## src/rtl/hp35_rom_loader_if.sv

```systemverilog
// Bus between the Caravel-side image source and the ROM loader.
// Also carries the SRAM port-0 write signals and the start-up status flags.
interface hp35_rom_loader_if;
    logic        ld_start;
    logic        ld_skip;
    logic        ld_sdin;
    logic        ld_svalid;
    logic        sram_csb0;
    logic        sram_web0;
    logic [7:0]  sram_addr0;
    logic [31:0] sram_din0;
    logic        pwo_hold;
    logic        ld_busy;
    logic        ld_done;
    logic        ld_err;
    logic [8:0]  ld_count;

    modport master (
        output ld_start, ld_skip, ld_sdin, ld_svalid,
        input  sram_csb0, sram_web0, sram_addr0, sram_din0,
        input  pwo_hold, ld_busy, ld_done, ld_err, ld_count
    );

    modport slave (
        input  ld_start, ld_skip, ld_sdin, ld_svalid,
        output sram_csb0, sram_web0, sram_addr0, sram_din0,
        output pwo_hold, ld_busy, ld_done, ld_err, ld_count
    );
endinterface

```

## src/rtl/hp35_rom_loader.sv

```systemverilog
// Serial microcode loader: packs parity-protected words into the ROM SRAM
// and holds the calculator in reset until a full image has been written.
module hp35_rom_loader #(
    parameter int unsigned WORDS   = 256,
    parameter int unsigned DW      = 30,
    parameter int unsigned TIMEOUT = 1000
) (
    input  logic             osc_in,
    input  logic             ldr_rst,
    hp35_rom_loader_if.slave ldr
);
    localparam int unsigned BCW = $clog2(DW + 1);
    localparam int unsigned TW  = 16;

    localparam logic [2:0] S_IDLE  = 3'd0;
    localparam logic [2:0] S_SHIFT = 3'd1;
    localparam logic [2:0] S_WRITE = 3'd2;
    localparam logic [2:0] S_DONE  = 3'd3;
    localparam logic [2:0] S_ERR   = 3'd4;

    logic [2:0]     r_state,  w_state;
    logic [DW-1:0]  r_shift,  w_shift;
    logic [BCW-1:0] r_bitcnt, w_bitcnt;
    logic [TW-1:0]  r_idle,   w_idle;
    logic [8:0]     r_count,  w_count;
    logic [7:0]     r_addr,   w_addr;
    logic [31:0]    r_din,    w_din;
    logic           r_wr_n,   w_wr_n;
    logic           r_busy;
    logic           r_hold;
    logic           r_done;
    logic           r_err;
    logic [DW:0]    w_word;

    // Full word as it stands once the parity bit is the incoming bit.
    assign w_word = {ldr.ld_sdin, r_shift};

    // Next-state and next-register logic.
    always_comb begin
        w_state  = r_state;
        w_shift  = r_shift;
        w_bitcnt = r_bitcnt;
        w_idle   = r_idle;
        w_count  = r_count;
        w_addr   = r_addr;
        w_din    = r_din;
        w_wr_n   = 1'b1;
        case (r_state)
            S_IDLE, S_DONE, S_ERR: begin
                if (ldr.ld_start) begin
                    w_state  = S_SHIFT;
                    w_bitcnt = '0;
                    w_idle   = '0;
                    w_count  = '0;
                end else if (r_state == S_IDLE && ldr.ld_skip) begin
                    w_state = S_DONE;
                    w_count = '0;
                end
            end
            S_SHIFT, S_WRITE: begin
                if (r_state == S_WRITE) begin
                    w_count = r_count + 9'd1;
                    w_state = (w_count == 9'(WORDS)) ? S_DONE : S_SHIFT;
                end
                // A bit arriving during WRITE starts the next word.
                if (ldr.ld_svalid) begin
                    w_idle = '0;
                    if (r_bitcnt == BCW'(DW)) begin
                        w_bitcnt = '0;
                        if (^w_word) begin
                            w_state = S_ERR;
                        end else begin
                            w_state = S_WRITE;
                            w_wr_n  = 1'b0;
                            w_addr  = r_count[7:0];
                            w_din   = 32'(w_word[DW-1:0]);
                        end
                    end else begin
                        w_shift  = w_word[DW:1];
                        w_bitcnt = r_bitcnt + BCW'(1);
                    end
                end else if (r_bitcnt != '0) begin
                    if (r_idle == TW'(TIMEOUT - 1)) begin
                        w_state = S_ERR;
                    end else begin
                        w_idle = r_idle + TW'(1);
                    end
                end
            end
            default: w_state = S_IDLE;
        endcase
    end

    // State and registered outputs.
    always_ff @(posedge osc_in) begin
        if (ldr_rst) begin
            r_state  <= S_IDLE;
            r_shift  <= '0;
            r_bitcnt <= '0;
            r_idle   <= '0;
            r_count  <= '0;
            r_addr   <= '0;
            r_din    <= '0;
            r_wr_n   <= 1'b1;
            r_busy   <= 1'b0;
            r_hold   <= 1'b1;
            r_done   <= 1'b0;
            r_err    <= 1'b0;
        end else begin
            r_state  <= w_state;
            r_shift  <= w_shift;
            r_bitcnt <= w_bitcnt;
            r_idle   <= w_idle;
            r_count  <= w_count;
            r_addr   <= w_addr;
            r_din    <= w_din;
            r_wr_n   <= w_wr_n;
            r_busy   <= (w_state == S_SHIFT) || (w_state == S_WRITE);
            r_hold   <= (w_state != S_DONE);
            r_done   <= (w_state == S_DONE);
            r_err    <= (w_state == S_ERR);
        end
    end

    assign ldr.sram_csb0  = r_wr_n;
    assign ldr.sram_web0  = r_wr_n;
    assign ldr.sram_addr0 = r_addr;
    assign ldr.sram_din0  = r_din;
    assign ldr.pwo_hold   = r_hold;
    assign ldr.ld_busy    = r_busy;
    assign ldr.ld_done    = r_done;
    assign ldr.ld_err     = r_err;
    assign ldr.ld_count   = r_count;
endmodule

```

## src/flat_wrapper.sv

```systemverilog
// flat-port wrapper written by rule: the top's interface ports become plain ports
module hp35_rom_loader_flat 
#(
    parameter int unsigned WORDS   = 256,
    parameter int unsigned DW      = 30,
    parameter int unsigned TIMEOUT = 1000
)
  (osc_in, ldr_rst, ldr_ld_start, ldr_ld_skip, ldr_ld_sdin, ldr_ld_svalid, ldr_sram_csb0, ldr_sram_web0, ldr_sram_addr0, ldr_sram_din0, ldr_pwo_hold, ldr_ld_busy, ldr_ld_done, ldr_ld_err, ldr_ld_count);
  hp35_rom_loader_if ldr_i ();
  input  logic osc_in;
  input  logic ldr_rst;
  input wire logic [$bits(ldr_i.ld_start)-1:0] ldr_ld_start;
  input wire logic [$bits(ldr_i.ld_skip)-1:0] ldr_ld_skip;
  input wire logic [$bits(ldr_i.ld_sdin)-1:0] ldr_ld_sdin;
  input wire logic [$bits(ldr_i.ld_svalid)-1:0] ldr_ld_svalid;
  output wire logic [$bits(ldr_i.sram_csb0)-1:0] ldr_sram_csb0;
  output wire logic [$bits(ldr_i.sram_web0)-1:0] ldr_sram_web0;
  output wire logic [$bits(ldr_i.sram_addr0)-1:0] ldr_sram_addr0;
  output wire logic [$bits(ldr_i.sram_din0)-1:0] ldr_sram_din0;
  output wire logic [$bits(ldr_i.pwo_hold)-1:0] ldr_pwo_hold;
  output wire logic [$bits(ldr_i.ld_busy)-1:0] ldr_ld_busy;
  output wire logic [$bits(ldr_i.ld_done)-1:0] ldr_ld_done;
  output wire logic [$bits(ldr_i.ld_err)-1:0] ldr_ld_err;
  output wire logic [$bits(ldr_i.ld_count)-1:0] ldr_ld_count;
  assign ldr_i.ld_start = ldr_ld_start;
  assign ldr_i.ld_skip = ldr_ld_skip;
  assign ldr_i.ld_sdin = ldr_ld_sdin;
  assign ldr_i.ld_svalid = ldr_ld_svalid;
  assign ldr_sram_csb0 = ldr_i.sram_csb0;
  assign ldr_sram_web0 = ldr_i.sram_web0;
  assign ldr_sram_addr0 = ldr_i.sram_addr0;
  assign ldr_sram_din0 = ldr_i.sram_din0;
  assign ldr_pwo_hold = ldr_i.pwo_hold;
  assign ldr_ld_busy = ldr_i.ld_busy;
  assign ldr_ld_done = ldr_i.ld_done;
  assign ldr_ld_err = ldr_i.ld_err;
  assign ldr_ld_count = ldr_i.ld_count;
  hp35_rom_loader #(.WORDS(WORDS), .DW(DW), .TIMEOUT(TIMEOUT)) u_core (.osc_in(osc_in), .ldr_rst(ldr_rst), .ldr(ldr_i));
endmodule
```

## config.mk

```make
export PLATFORM = sky130hd
export DESIGN_NAME = hp35_rom_loader_flat
export DESIGN_NICKNAME = d
export VERILOG_FILES = /design/src/rtl/hp35_rom_loader_if.sv /design/src/rtl/hp35_rom_loader.sv /design/src/flat_wrapper.sv
export SDC_FILE = /design/constraint.sdc
export NUM_CORES = 1
export LEC_CHECK = 0
export ABC_AREA = 1
export CORE_MARGIN = 1.5
export CORE_UTILIZATION = 26
export DETAILED_ROUTE_END_ITERATION = 8
export PLACE_DENSITY = 0.4
export RECOVER_POWER = 50
export SETUP_SLACK_MARGIN = 0.2
export SLEW_MARGIN = 20
export SYNTH_ARGS = -nofsm -noshare
export SYNTH_HDL_FRONTEND = slang
export SYNTH_SLANG_ARGS = --single-unit
```

## constraint.sdc

```tcl
create_clock -name osc_in -period 2.05 [get_ports osc_in]
set_input_delay 0.205 -clock osc_in [delete_from_list [all_inputs] [get_ports osc_in]]
set_output_delay 0.205 -clock osc_in [all_outputs]
set_load 0.005 [all_outputs]
```

Word-level counts from Yosys, hierarchy flattened
Cells that the tools add are included.
Word-level totals
  bits in registers: 106
  bits in latches: 0
  memory bits (writable): 0
  bits in read-only memories: 0
  input bits: 6
  output and inout port bits: 55
  logic and storage cells: 75
  memories: 0
Operators by class
  add/subtract/negate cells: 3
  multipliers: 0
  divide/modulo/power cells: 0
  magnitude comparators: 0
  eq/ne operators: 18
  shift operators: 0
  multiplexer cells: 24
  bitwise operators: 4
  reduce and logical (&&, ||, !) cells: 14
Operator list (count)
  2-to-1 mux 16 bit: 4
  case mux 16 bit (2 select lines): 1
  parity 31 bit: 1
  2-to-1 mux 9 bit: 3
  2-to-1 mux 3 bit: 8
  case mux 9 bit (2 select lines): 1
  adder 16 x 1 -> 16 bit (second input constant): 1
  == test 16 x 10 -> 1 bit (second input constant): 1
  2-to-1 mux 5 bit: 3
  == test 3 x 2 -> 1 bit (second input constant): 4
  case mux 5 bit (2 select lines): 1
  adder 9 x 1 -> 9 bit (second input constant): 1
  == test 9 bit (second input constant): 1
  != test 3 x 2 -> 1 bit (second input constant): 3
  AND reduction 3 bit: 3
  AND reduction 4 bit: 2
  == test 3 x 1 -> 1 bit (second input constant): 2
  == test 3 bit (second input constant): 2
  case mux 3 bit (2 select lines): 1
  adder 5 x 1 -> 5 bit (second input constant): 1
  == test 5 bit (second input constant): 1
  nonzero test 5 bit: 1
  != test 2 bit (second input constant): 2
  inverter 1 bit: 4
  other kinds (11): 11

Logic depth before layout (Yosys ltp)
  depth in word-level cells: 10
  mapped depth: 16
  gate-level depth less buffers: 15

Worst setup path before layout
OpenSTA, ideal clock, no wires.
  kind: register to register
  start: register u_core.r_count[0] (netlist: u_core.ldr.ld_count[0])
  end: register u_core.r_busy (netlist: u_core.ldr.ld_busy)
  library setup time: 129 ps
  data arrival time: 1656 ps
  required time: 1921 ps
  setup slack: 265 ps
  cell stages (with the launch flop): 14
  path buffers: 0
  period minus slack after synthesis: 1785 ps
  path through: dfxtp_1 -> ha_1 -> nand2_1 -> nor2_1 -> nand2_1 -> xnor2_1 -> nand2_1 -> nor2_1 -> nand2_1 -> nand2_1 -> a21boi_1 -> nand3_1 -> nand2_1 -> nor2_1
Between the ends
  longest elaborated chain between the ends: 10
  elaborated cells between the ends (all ways): 12
  those cells by class: add/sub: 1; eq/ne: 3; mux: 7; reduce/logical: 1
RTL lines
  start: declaration: RTL line hp35_rom_loader.sv:25  | logic [8:0] r_count, w_count;
  start signal: assignment: RTL line hp35_rom_loader.sv:114  | r_count <= w_count;
  adder 9 x 1 -> 9 bit (*): RTL line hp35_rom_loader.sv:62  | w_count = r_count + 9'd1;
  == test 9 bit (*): RTL line hp35_rom_loader.sv:63  | w_state = (w_count == 9'(WORDS)) ? S_DONE : S_SHIFT;
  2-to-1 mux 2 bit (*): RTL line hp35_rom_loader.sv:63
  2-to-1 mux 3 bit (*): RTL line hp35_rom_loader.sv:61  | if (r_state == S_WRITE) begin
  2-to-1 mux 3 bit: RTL line hp35_rom_loader.sv:83  | if (r_idle == TW'(TIMEOUT - 1)) begin
  2-to-1 mux 3 bit: RTL line hp35_rom_loader.sv:82  | end else if (r_bitcnt != '0) begin
  2-to-1 mux 3 bit (*): RTL line hp35_rom_loader.sv:66  | if (ldr.ld_svalid) begin
  case mux 3 bit (2 select lines) (*): RTL line hp35_rom_loader.sv:48  | case (r_state)
  == test 3 x 1 -> 1 bit / == test 3 x 2 -> 1 bit (equally long branches): RTL line hp35_rom_loader.sv:118  | r_busy <= (w_state == S_SHIFT) || (w_state == S_WRITE);
  logical OR 1 bit (*): RTL line hp35_rom_loader.sv:118
  end signal: assignment: RTL line hp35_rom_loader.sv:118
  end: declaration: RTL line hp35_rom_loader.sv:29  | logic r_busy;
Mark *: on every way between the ends. The rest lies on a longest branch, timed or not.
A chain may end at the register's enable or synchronous reset.

Final worst setup path
  start: register u_core.r_idle[1]
  end: register u_core.r_idle[2]
Between the ends
  longest elaborated chain between the ends: 5
  elaborated cells between the ends (all ways): 8
  those cells by class: add/sub: 1; eq/ne: 2; mux: 4; reduce/logical: 1
RTL lines
  start: declaration: RTL line hp35_rom_loader.sv:24  | logic [TW-1:0] r_idle, w_idle;
  start signal: assignment: RTL line hp35_rom_loader.sv:113  | r_idle <= w_idle;
  adder 16 x 1 -> 16 bit: RTL line hp35_rom_loader.sv:86  | w_idle = r_idle + TW'(1);
  2-to-1 mux 16 bit: RTL line hp35_rom_loader.sv:83
  2-to-1 mux 16 bit: RTL line hp35_rom_loader.sv:82
  2-to-1 mux 16 bit: RTL line hp35_rom_loader.sv:66
  case mux 16 bit (2 select lines): RTL line hp35_rom_loader.sv:48
Several ways; a longest one is shown, not always the timed one. The select of a mux whose other input is x is not followed.

==> Implementation_results.wiki <==
{| class="wikitable"
! Metric !! Value
|-
| Via total after detailed routing || 5116
|-
| Crit Path Class || flip-flop to flip-flop
|-
| Initial DRC count || 207
|-
| Clock Root Buffer || clkbuf_16
|-
| Arrival time of the worst setup path || 2160 ps
|-
| Commonest non-fill, non-tap cell in the layout || nand2_1
|-
| Synthesized flop and latch total || 106
|-
| Worst Setup EP || u_core.r_idle[2]
|-
| Worst stage delay on the critical path || 330 ps
|-
| Sort of element at the end of the critical path || flip-flop
|-
| Area added between synthesis and finish || 40.1%
|-
| Critical path launch point type || flip-flop
|-
| Number of sinks driven by the clock tree || 106
|-
| Required time worst endpoint || 2300 ps
|-
| Total GRT Usage || 0.130
|-
| Number of cells on the critical path || 12
|-
| Area inside the core boundary || 19700 sq um
|-
| Pre-Repair DR Iteration Count || 4
|-
| Global-route wire length before repair || 22400 um
|-
| Starting utilization of the core area || 0.268
|-
| Detail-routed net length per standard cell || 11.7 um
|-
| Crit-path slowest cell || dfxtp_1
|-
| Post-Route Skew || 9.61 ps
|-
| Number of buffer cells added on primary ports || 58
|-
| Min cycle time layout || 1910 ps
|-
| Residual overflow from global routing || 0
|-
| Number of antenna diodes || 0
|-
| Chip Height || 145 um
|-
| Number of cells on the worst reg-to-reg path || 12
|-
| CTS clk-pin slew, worst paths || 70 ps
|-
| Series of cell instances along the critical path || ha_2 > nand2_2 > inv_2 > nand2_1 > nor2_1 > nand2_2 > nand3_4 > nand2_1 > buf_4 > buf_4 > a21oi_1 > nor3_1
|-
| Sequential element share of the synthesized area || 0.404
|-
| Utilization after layout || 0.375
|-
| Total of hold buffers inserted after clock tree synthesis || 0
|-
| DIE AREA || 21100 sq um
|-
| Commonest non-fill, non-tap cells in the layout || 223 x nand2_1, 98 x nor2_1, 93 x inv_1
|-
| Final wirelength || 14000 um
|-
| IR Drop Worst-Case VDD || 474 uV
|-
| Count of final max-slew check failures || 0
|-
| Worst path bufs/invs || 3
|-
| Startpoint of the worst setup timing path || u_core.r_idle[1]
|-
| Unique cell type count in the Yosys netlist || 37
|-
| Number of buffers inserted during clock tree synthesis || 9
|-
| Combined area of the multi-input logic cells || 2870 sq um
|-
| Count of final setup violators || 0
|-
| Fraction of final layout cells sized beyond drive strength 1 || 0.232
|-
| Filler instances || 2172
|-
| Maximum number of pins on one net before global-route repair || 62
|-
| Global routing met3 resource utilization || 0.0321
|-
| M1 GR Usage || 0.172
|-
| Static Leak || 3.49 nW
|-
| Max FO, Critical Path || 5
|-
| Final critical-path share of the clock period || 0.931
|-
| DP Worst Slack || -117 ps
|-
| Worst-Skew Late Latency || 350 ps
|-
| Number of global-route vias before repair || 4585
|-
| Highest attainable clock frequency || 524 MHz
|-
| Number of violations of the max-capacitance limit || 0
|-
| Register-to-register path setup slack || 140 ps
|-
| RSZ-0062 raised after global routing || true
|-
| DR vias/cell || 4.26
|-
| Status || finished clean
|-
| Worst-case setup margin in the final layout || 142 ps
|-
| Num ports || 61
|-
| # H-tree levels || 3
|-
| CTS tree || built
|-
| Cell area after technology mapping || 5260 sq um
|-
| Kind of cell with the highest combined delay on the critical path || simple AND/OR/NAND/NOR gates
|-
| Area taken by flip-flops and latches || 2180 sq um
|-
| Reg2reg end || u_core.r_idle[2]
|-
| Antenna-violating nets left || 0
|-
| Initial antenna violation count || 0
|-
| NumNets Final || 944
|-
| Final Wtd Congestion || 0.738
|-
| Worst min-delay path class || input pin to flip-flop
|-
| Yosys warning total || 0
|-
| Total number of placement rows || 51
|-
| Post-synthesis cell type with the largest combined area || dfxtp_1
|-
| Count of mapped cells out of synthesis || 824
|-
| Width of the chip || 145 um
|-
| DRC Markers || 0
|-
| Origin of the critical flop-to-flop path || u_core.r_idle[1]
|-
| Final Hold Violating Endpoints || 0
|-
| Yosys top cell area share || 0.404
|-
| Sum of net half-perimeters after detailed placement || 8930 um
|-
| Met2 Track Usage GR || 0.208
|-
| Highest-utilization routing layer at the global route stage || met2
|-
| Syn avg cell area || 6.38 sq um
|-
| Launch point of the worst hold path || ldr_ld_sdin
|-
| Synth area leaders || dfxtp_1 40%, nand2_1 19%, nor2_1 8.6%, inv_1 7.9%, a21oi_1 4.9%
|-
| Power per cell area || 825 nW/um^2
|-
| Longest Clk Path Bufs || 2
|}
-- logic make-up after synthesis --
kind of cell / synth area share
adder cells (fa/ha/maj): 0.0143
buffers and inverters: 0.113
AO/OA/AOI/OAI: 0.117
XOR/XNOR: 0.0150
other: 0.000713
AND/OR/NAND/NOR: 0.337
flip-flops: 0.404
-- power by group --
part	internal, mW	switching (mW)	total [mW]
Clock	0.854	0.772	1.63
Sequential	2.24	0.186	2.43
Combinational	0.846	1.18	2.02
Total	3.94	2.14	6.08
-- state kept, by name, indices dropped and copies added (netlist names) --
name                   count
u_core.ldr.ld_err          1
u_core.ldr.sram_din0      30
u_core.ldr.sram_csb0       1
u_core.ldr.pwo_hold        1
u_core.r_shift            30
u_core.ldr.sram_addr0      8
u_core.r_idle             16
u_core.ldr.ld_busy         1
u_core.ldr.ld_done         1
u_core.r_bitcnt            5
u_core.ldr.ld_count        9
u_core.r_state             3
-- worst min-delay path: cells and delay by family --
| kind | cells | cell delay [ps] |
|---|---|---|
| compound gates | 2 | 210 |
| buf+inv | 1 | 130 |
-- cells in the mapped netlist --
cell type / instances
a211oi_1: 2
a211oi_2: 1
a21boi_1: 1
a21oi_1: 52
a21oi_2: 2
a31oi_1: 1
buf_2: 7
buf_4: 3
buf_6: 3
clkbuf_1: 16
conb_1: 1
dfxtp_1: 106
ha_1: 6
inv_1: 111
inv_2: 7
nand2_1: 262
nand2_2: 3
nand3_1: 26
nand3_4: 1
nand3b_1: 1
nand4_1: 8
nand4_2: 1
nor2_1: 121
nor2_2: 4
nor3_1: 12
nor4_1: 1
o211a_1: 1
o211ai_1: 1
o21a_1: 1
o21ai_0: 46
o21ai_1: 2
o21ai_2: 1
o21bai_1: 1
o22ai_1: 2
or2_1: 1
xnor2_1: 5
xor2_1: 4
-- worst min path at each step --
stage,to,cells after the start
after floorplan,u_core.r_shift[29],2
after global placement,u_core.r_idle[1],2
after detailed placement,u_core.r_idle[1],2
after CTS,u_core.r_idle[1],2
after global routing,u_core.r_shift[29],3
final,u_core.r_shift[29],3
-- timing repair --
item | in CTS | in global routing
pin swaps | 7 | 36
gates cloned | 3 | 5
buffers inserted | 12 | 11
setup endpoints to repair | 43 | 68
resized for setup | 28 | 144
-- through the flow --
stage	power (mW)	hold slack (ps)	cell area (sq um)	instances	TNS [ps]
final	6.08	235	7370	1201	0
after global routing	6.56	316	7370	1201	0
after CTS	5.89	488	6880	1185	0
after detailed placement	4.08	477	6360	1155	-3630
after global placement	4.10	475	6360	1155	-2110
after floorplan	3.49	398	5260	825	0
-- metal layers --
metal / up-vias / routed length, um / share of wire
met1: 2293 / 7100 / 0.51
met4: 0 / 164 / 0.012
met2: 47 / 6390 / 0.45
li1: 2763 / - / -
met3: 13 / 388 / 0.028
met5: - / 0 / 0
-- area by class of cell --
type,instances,area share
timing repair buffer,124,0.173
sequential,106,0.296
clock inverter,2,0.00187
tap,265,0.0450
clock buffer,13,0.0340
multi-input combinational,573,0.390
inverter,118,0.0606
Note: power is estimated with default switching activity, not from simulation.
==> edit 1 (same settings) <==
`DW` is set to 30 in 2 places; all go to 26.
--- a/src/rtl/hp35_rom_loader.sv
+++ b/src/rtl/hp35_rom_loader.sv
@@ -2,7 +2,7 @@
 // and holds the calculator in reset until a full image has been written.
 module hp35_rom_loader #(
     parameter int unsigned WORDS   = 256,
-    parameter int unsigned DW      = 30,
+    parameter int unsigned DW      = 26,
     parameter int unsigned TIMEOUT = 1000
 ) (
     input  logic             osc_in,
--- a/src/flat_wrapper.sv
+++ b/src/flat_wrapper.sv
@@ -2,7 +2,7 @@
 module hp35_rom_loader_flat 
 #(
     parameter int unsigned WORDS   = 256,
-    parameter int unsigned DW      = 30,
+    parameter int unsigned DW      = 26,
     parameter int unsigned TIMEOUT = 1000
 )
   (osc_in, ldr_rst, ldr_ld_start, ldr_ld_skip, ldr_ld_sdin, ldr_ld_svalid, ldr_sram_csb0, ldr_sram_web0, ldr_sram_addr0, ldr_sram_din0, ldr_pwo_hold, ldr_ld_busy, ldr_ld_done, ldr_ld_err, ldr_ld_count);
Check against the original RTL: no difference found for any inputs over 10 cycles, from zero or initial values and one cycle with ldr_rst high; that may be too few to reach the edited logic, so the function may still have changed.
==> edit 1 against the unedited design <==
  * Non-clock buffer count decreased by 15
  * Cell area down 5.1%
  * Wire length increased by 2.9%
  * Total power rose by 0.66%
  * Setup slack improved by 0.031 ns
  * Critical path depth is the same
  * Sequential cell count is 8 lower
  * Area after synthesis decreased by 5.6%
==> edit 1: results (changes against the unedited design) <==
Routing:
- The met3 wirelength from detailed routing was 328 um (-15%).
- The number of DRC markers in iteration 0 came to 189 (-8.7%).
- The total number of vias was 4898 (-4.3%).
- The routed metal-1 wire length is 6.95 mm (-2.1%).

Synth:
- By area the synthesized netlist is led by sky130_fd_sc_hd__dfxtp_1, sky130_fd_sc_hd__nand2_1, sky130_fd_sc_hd__a21oi_1.
- The count of cell types in the netlist is 41 (+11%).
- By count the netlist is led by sky130_fd_sc_hd__nand2_1, sky130_fd_sc_hd__dfxtp_1, sky130_fd_sc_hd__a21oi_1.
- The synthesized instance count is 717 (-13%).

Pwr:
- The proportion of total power due to net switching is 34.2% (-0.96 points).
- The sequential cell power is 2190 uW (-9.9%).
- The worst-case vdd ir drop came to 0.432 mV (-8.7%).
- The leakage power figure is 0.00281 uW (-19%).

Critical path:
- The worst register-to-register path ends at u_core.ldr.pwo_hold.
- The maximum fanout encountered on the critical timing path is 3 (-2).
- The worst reg-to-reg setup slack is 0.17 ns (+0.03 ns).

Cells and area:
- The count of nets after finishing was 820 (-13%).
- The count of fill cells added during filler insertion is 1999 (-8.0%).
- The fraction of final layout cells with drive strength greater than 1 is 27.2% (+4.0 points).

Global routing:
- The met3 global-route usage came to 2.04% (-1.2 points).
- The met2 track utilization from global routing is 23.9% (+3.2 points).
- The met1 demand-to-capacity share in global routing is 17.7% (+0.52 points).
- The first-pass GRT wire length is 22.3 mm (-0.55%).
- The number of global-route vias before repair is 4531 (-1.2%).

Placed design:
- The count of input and output buffers is 54 (-6.9%).
- The post-placement cell count is 1009 (-13%).

Status:
- The run finished with clean final reports.
edit 1: cell count changes after synthesis, sizes merged, moves of 3 or more:
| cell | before | now |
|---|---|---|
| dfxtp | 106 | 98 |
| a21oi | 54 | 85 |
| inv | 118 | 75 |
| nor2 | 125 | 58 |
| o21ai | 49 | 42 |
| buf | 13 | 16 |
| clkbuf | 16 | 19 |
| nand2 | 265 | 216 |
| nand4 | 9 | 40 |
edit 1: kinds of logic (layout without fill, tap and decap cells):
group           Yosys count  after routing  share of synthesized area (%)
xor+xnor                  6              6                           1.06
compound gates          138            138                           15.5
fa+ha+maj                 6              6                           1.51
other cells               1              6                         0.0755
buf+inv                 110            200                           9.80
simple gates            358            359                           32.5
flops                    98             98                           39.5
edit 1: worst max-delay path by stage:
stage	depth (start not counted)	slack, ns	to
global placement	12	0.02	u_core.ldr.sram_din0[3]
floorplan	14	0.25	u_core.ldr.ld_busy
global route	12	0.02	u_core.ldr.pwo_hold
finish	12	0.17	u_core.ldr.pwo_hold
CTS	13	0.19	u_core.ldr.pwo_hold
detailed placement	12	0.008	u_core.ldr.sram_din0[24]
edit 1: final cells by class:
type / count / area [um^2] / share of cell area (%)
multi-input combinational: 515 / 2940 / 42.1
sequential: 98 / 2010 / 28.7
timing repair buffer: 109 / 1150 / 16.4
tap: 234 / 293 / 4.19
inverter: 75 / 290 / 4.15
clock buffer: 11 / 253 / 3.62
clock inverter: 5 / 52.6 / 0.752
edit 1: timing repair:
action / 4_1_cts / 5_1_grt
setup buffers: 2 / 11
resized for setup: 28 / 142
setup endpoints to repair: 44 / 62
cloned: 1 / 8
pin swaps: 5 / 26
edit 1: through the flow:
| step | util (%) | hold slack, ns | power [uW] | setup slack (ns) | area [um^2] |
|---|---|---|---|---|---|
| detailed placement | 31.6 | 0.454 | 3800 | 0.00832 | 5910 |
| global placement | 31.6 | 0.450 | 3790 | 0.0172 | 5910 |
| floorplan | - | 0.372 | 3260 | 0.254 | 4980 |
| CTS | 33.9 | 0.229 | 5680 | 0.194 | 6330 |
| finish | 37.4 | 0.272 | 6120 | 0.173 | 6990 |
| global route | 37.4 | 0.329 | 6500 | 0.0236 | 6990 |
edit 1: worst max-delay path, cell delays in order (launching register included):
cell and delay [ns]:
sky130_fd_sc_hd__dfxtp_1 0.40, sky130_fd_sc_hd__ha_4 0.19, sky130_fd_sc_hd__nand3_1 0.08, sky130_fd_sc_hd__nor2_1 0.15
sky130_fd_sc_hd__xor2_1 0.22, sky130_fd_sc_hd__nand2_1 0.07, sky130_fd_sc_hd__nor2_1 0.14, sky130_fd_sc_hd__nand2_1 0.09
sky130_fd_sc_hd__nand2_2 0.08, sky130_fd_sc_hd__a21oi_4 0.07, sky130_fd_sc_hd__buf_6 0.14, sky130_fd_sc_hd__nor2_2 0.10
sky130_fd_sc_hd__inv_1 0.05
==> edit 2 (same settings) <==
Without the edit above. Take the reset off `r_din` and load it in a clocked block of its own.
--- a/src/rtl/hp35_rom_loader.sv
+++ b/src/rtl/hp35_rom_loader.sv
@@ -100,7 +100,6 @@
             r_idle   <= '0;
             r_count  <= '0;
             r_addr   <= '0;
-            r_din    <= '0;
             r_wr_n   <= 1'b1;
             r_busy   <= 1'b0;
             r_hold   <= 1'b1;
@@ -113,13 +112,16 @@
             r_idle   <= w_idle;
             r_count  <= w_count;
             r_addr   <= w_addr;
-            r_din    <= w_din;
             r_wr_n   <= w_wr_n;
             r_busy   <= (w_state == S_SHIFT) || (w_state == S_WRITE);
             r_hold   <= (w_state != S_DONE);
             r_done   <= (w_state == S_DONE);
             r_err    <= (w_state == S_ERR);
         end
+    end
+
+    always_ff @(posedge osc_in) begin
+        r_din <= w_din;
     end
 
     assign ldr.sram_csb0  = r_wr_n;
Behaviour: no difference found for any inputs over 10 cycles, from zero or initial values and one cycle with ldr_rst high; that may be too few to reach the edited logic, so the function may still have changed.
==> edit 2 against the unedited design <==
  * Total power fell by 17%
  * Combinational power fell by 49%
  * Cell area fell by 8.7%
  * Sequential share of layout area rose by 7.2 points
  * Clock skew fell by 0.0017 ns
  * Clock power rose by 2%
  * Core utilization fell by 2.7 points
  * Sequential cell count did not move
  * Non-clock buffer count fell by 36
  * Wire length fell by 12%
  * Area after synthesis fell by 3.1%
  * Setup slack improved by 0.0083 ns
  * Cell count fell by 14%
==> edit 2: results (changes against the unedited design) <==
Status:
- The flow ran to the end, and the final reports show no timing, DRC or antenna violations.

Global routing:
- The first-pass GRT wire length is 19.9 mm (-11%).
- The number of global-route vias before repair came to 4241 (-7.5%).

Pwr:
- The worst-case vdd ir drop is 0.418 mV (-12%).
- The leakage power figure is 0.00275 uW (-21%).
- The total internal power was 3480 uW (-12%).

Routing:
- The total number of vias came to 4493 (-12%).
- The number of DRC markers in iteration 0 is 250 (+21%).
- The wire length per cell after detailed routing is 12.0 um (+2.4%).

Placed design:
- The last weighted congestion value of the routability-driven placer was 0.811 (+9.9%).
- The HPWL after detailed placement is 8.47 mm (-5.1%).

Synth:
- The number of enable flip-flop cells after synthesis is 30 (+30).
- The count of cell types in the netlist was 44 (+19%).
- The synthesized instance count is 683 (-17%).
- Counting instances in the post-synthesis netlist gives the leading cell types as sky130_fd_sc_hd__nand2_1, sky130_fd_sc_hd__inv_1, sky130_fd_sc_hd__dfxtp_1.
- By area the synthesized netlist is led by sky130_fd_sc_hd__dfxtp_1, sky130_fd_sc_hd__edfxtp_1, sky130_fd_sc_hd__nand2_1.

Cells and area:
- The count of nets after finishing came to 777 (-18%).
- The number of standard cells in the layout, taps in and fillers out is 1035 (-14%).
- The register area is 2480 um^2 (+14%).
- The count of fill cells added during filler insertion was 2021 (-7.0%).

Critical path:
- The count of cells along the worst register-to-register path came to 13 (+1).
- The endpoint identified for the worst register-to-register timing path is u_core.ldr.sram_din0[27].
- The biggest cell delay along the critical path is 0.37 ns (+0.04 ns).
- The arrival time at the worst endpoint is 1.97 ns (-0.19 ns).

STA:
- The setup skew after layout was 0.00790 ns (-0.00171 ns).
==> edit 2: timing repair <==
item	CTS	global route
gates cloned	0	3
buffers inserted	0	7
pin swaps	1	39
setup endpoints to repair	22	86
resized for setup	1	99
==> edit 2: final cells by class <==
class,count,share of cell area [%]
clock buffer,9,3.35
clock inverter,7,0.838
inverter,87,5.14
multi-input combinational,473,35.6
sequential,106,36.8
tap,265,4.93
timing repair buffer,88,13.3
==> edit 2: cells by family after synthesis <==
group / after synthesis / share of synthesized area [%]
fa+ha+maj: 6 / 1.47
simple gates: 348 / 29.6
other cells: 1 / 0.0736
xor+xnor: 8 / 1.38
compound gates: 109 / 11.6
buf+inv: 105 / 8.30
flops: 106 / 47.6
==> edit 2: through the flow <==
step	setup WS (ns)	TNS, ns
after floorplan	0.0558	0
after global placement	-0.0813	-2.11
after detailed placement	-0.0956	-2.64
after CTS	0.198	0
after global routing	0.0153	0
final	0.150	0
==> edit 2: how the worst max path moves through the flow <==
stage                     slack [ns]                       end                from
final                           0.15  u_core.ldr.sram_din0[27]  u_core.r_shift[29]
after global routing            0.02  u_core.ldr.sram_din0[27]  u_core.r_shift[29]
after CTS                       0.20  u_core.ldr.sram_din0[11]   u_core.r_shift[0]
after detailed placement        -0.1  u_core.ldr.sram_din0[19]         ldr_ld_sdin
after global placement         -0.08  u_core.ldr.sram_din0[23]         ldr_ld_sdin
after floorplan                 0.06   u_core.ldr.sram_din0[0]  u_core.r_shift[24]
==> edit 2: routing by layer <==
layer	part of all wire, %	GRT usage, %	vias up
li1	-	-	2372
met1	47	15.3	2059
met2	49	20.9	53
met3	2.8	2.68	9
met4	1.2	4.12	0
met5	0	0	-
==> edit 2: worst register-to-register path, stage by stage, from the launching register on <==
cell and delay, ns:
sky130_fd_sc_hd__dfxtp_1 0.37, sky130_fd_sc_hd__nand2_1 0.12, sky130_fd_sc_hd__nand2_2 0.08, sky130_fd_sc_hd__nand2_1 0.07, sky130_fd_sc_hd__nand2_2 0.08, sky130_fd_sc_hd__nand3_1 0.09, sky130_fd_sc_hd__nand2_2 0.09, sky130_fd_sc_hd__nand2_2 0.05
sky130_fd_sc_hd__nand2_1 0.06, sky130_fd_sc_hd__nand2_1 0.06, sky130_fd_sc_hd__nand2_2 0.10, sky130_fd_sc_hd__nand3_4 0.08, sky130_fd_sc_hd__clkinvlp_4 0.17, sky130_fd_sc_hd__clkbuf_16 0.19
==> edit 2: power groups by stage <==
stage                     clock network [uW]  registers (uW)  logic [uW]
final                                   1670            2370        1030
after global routing                    1800            2390        1190
after CTS                               1740            2370         952
after detailed placement                   0            2420         948
after global placement                     0            2420         938
after floorplan                            0            2390         692
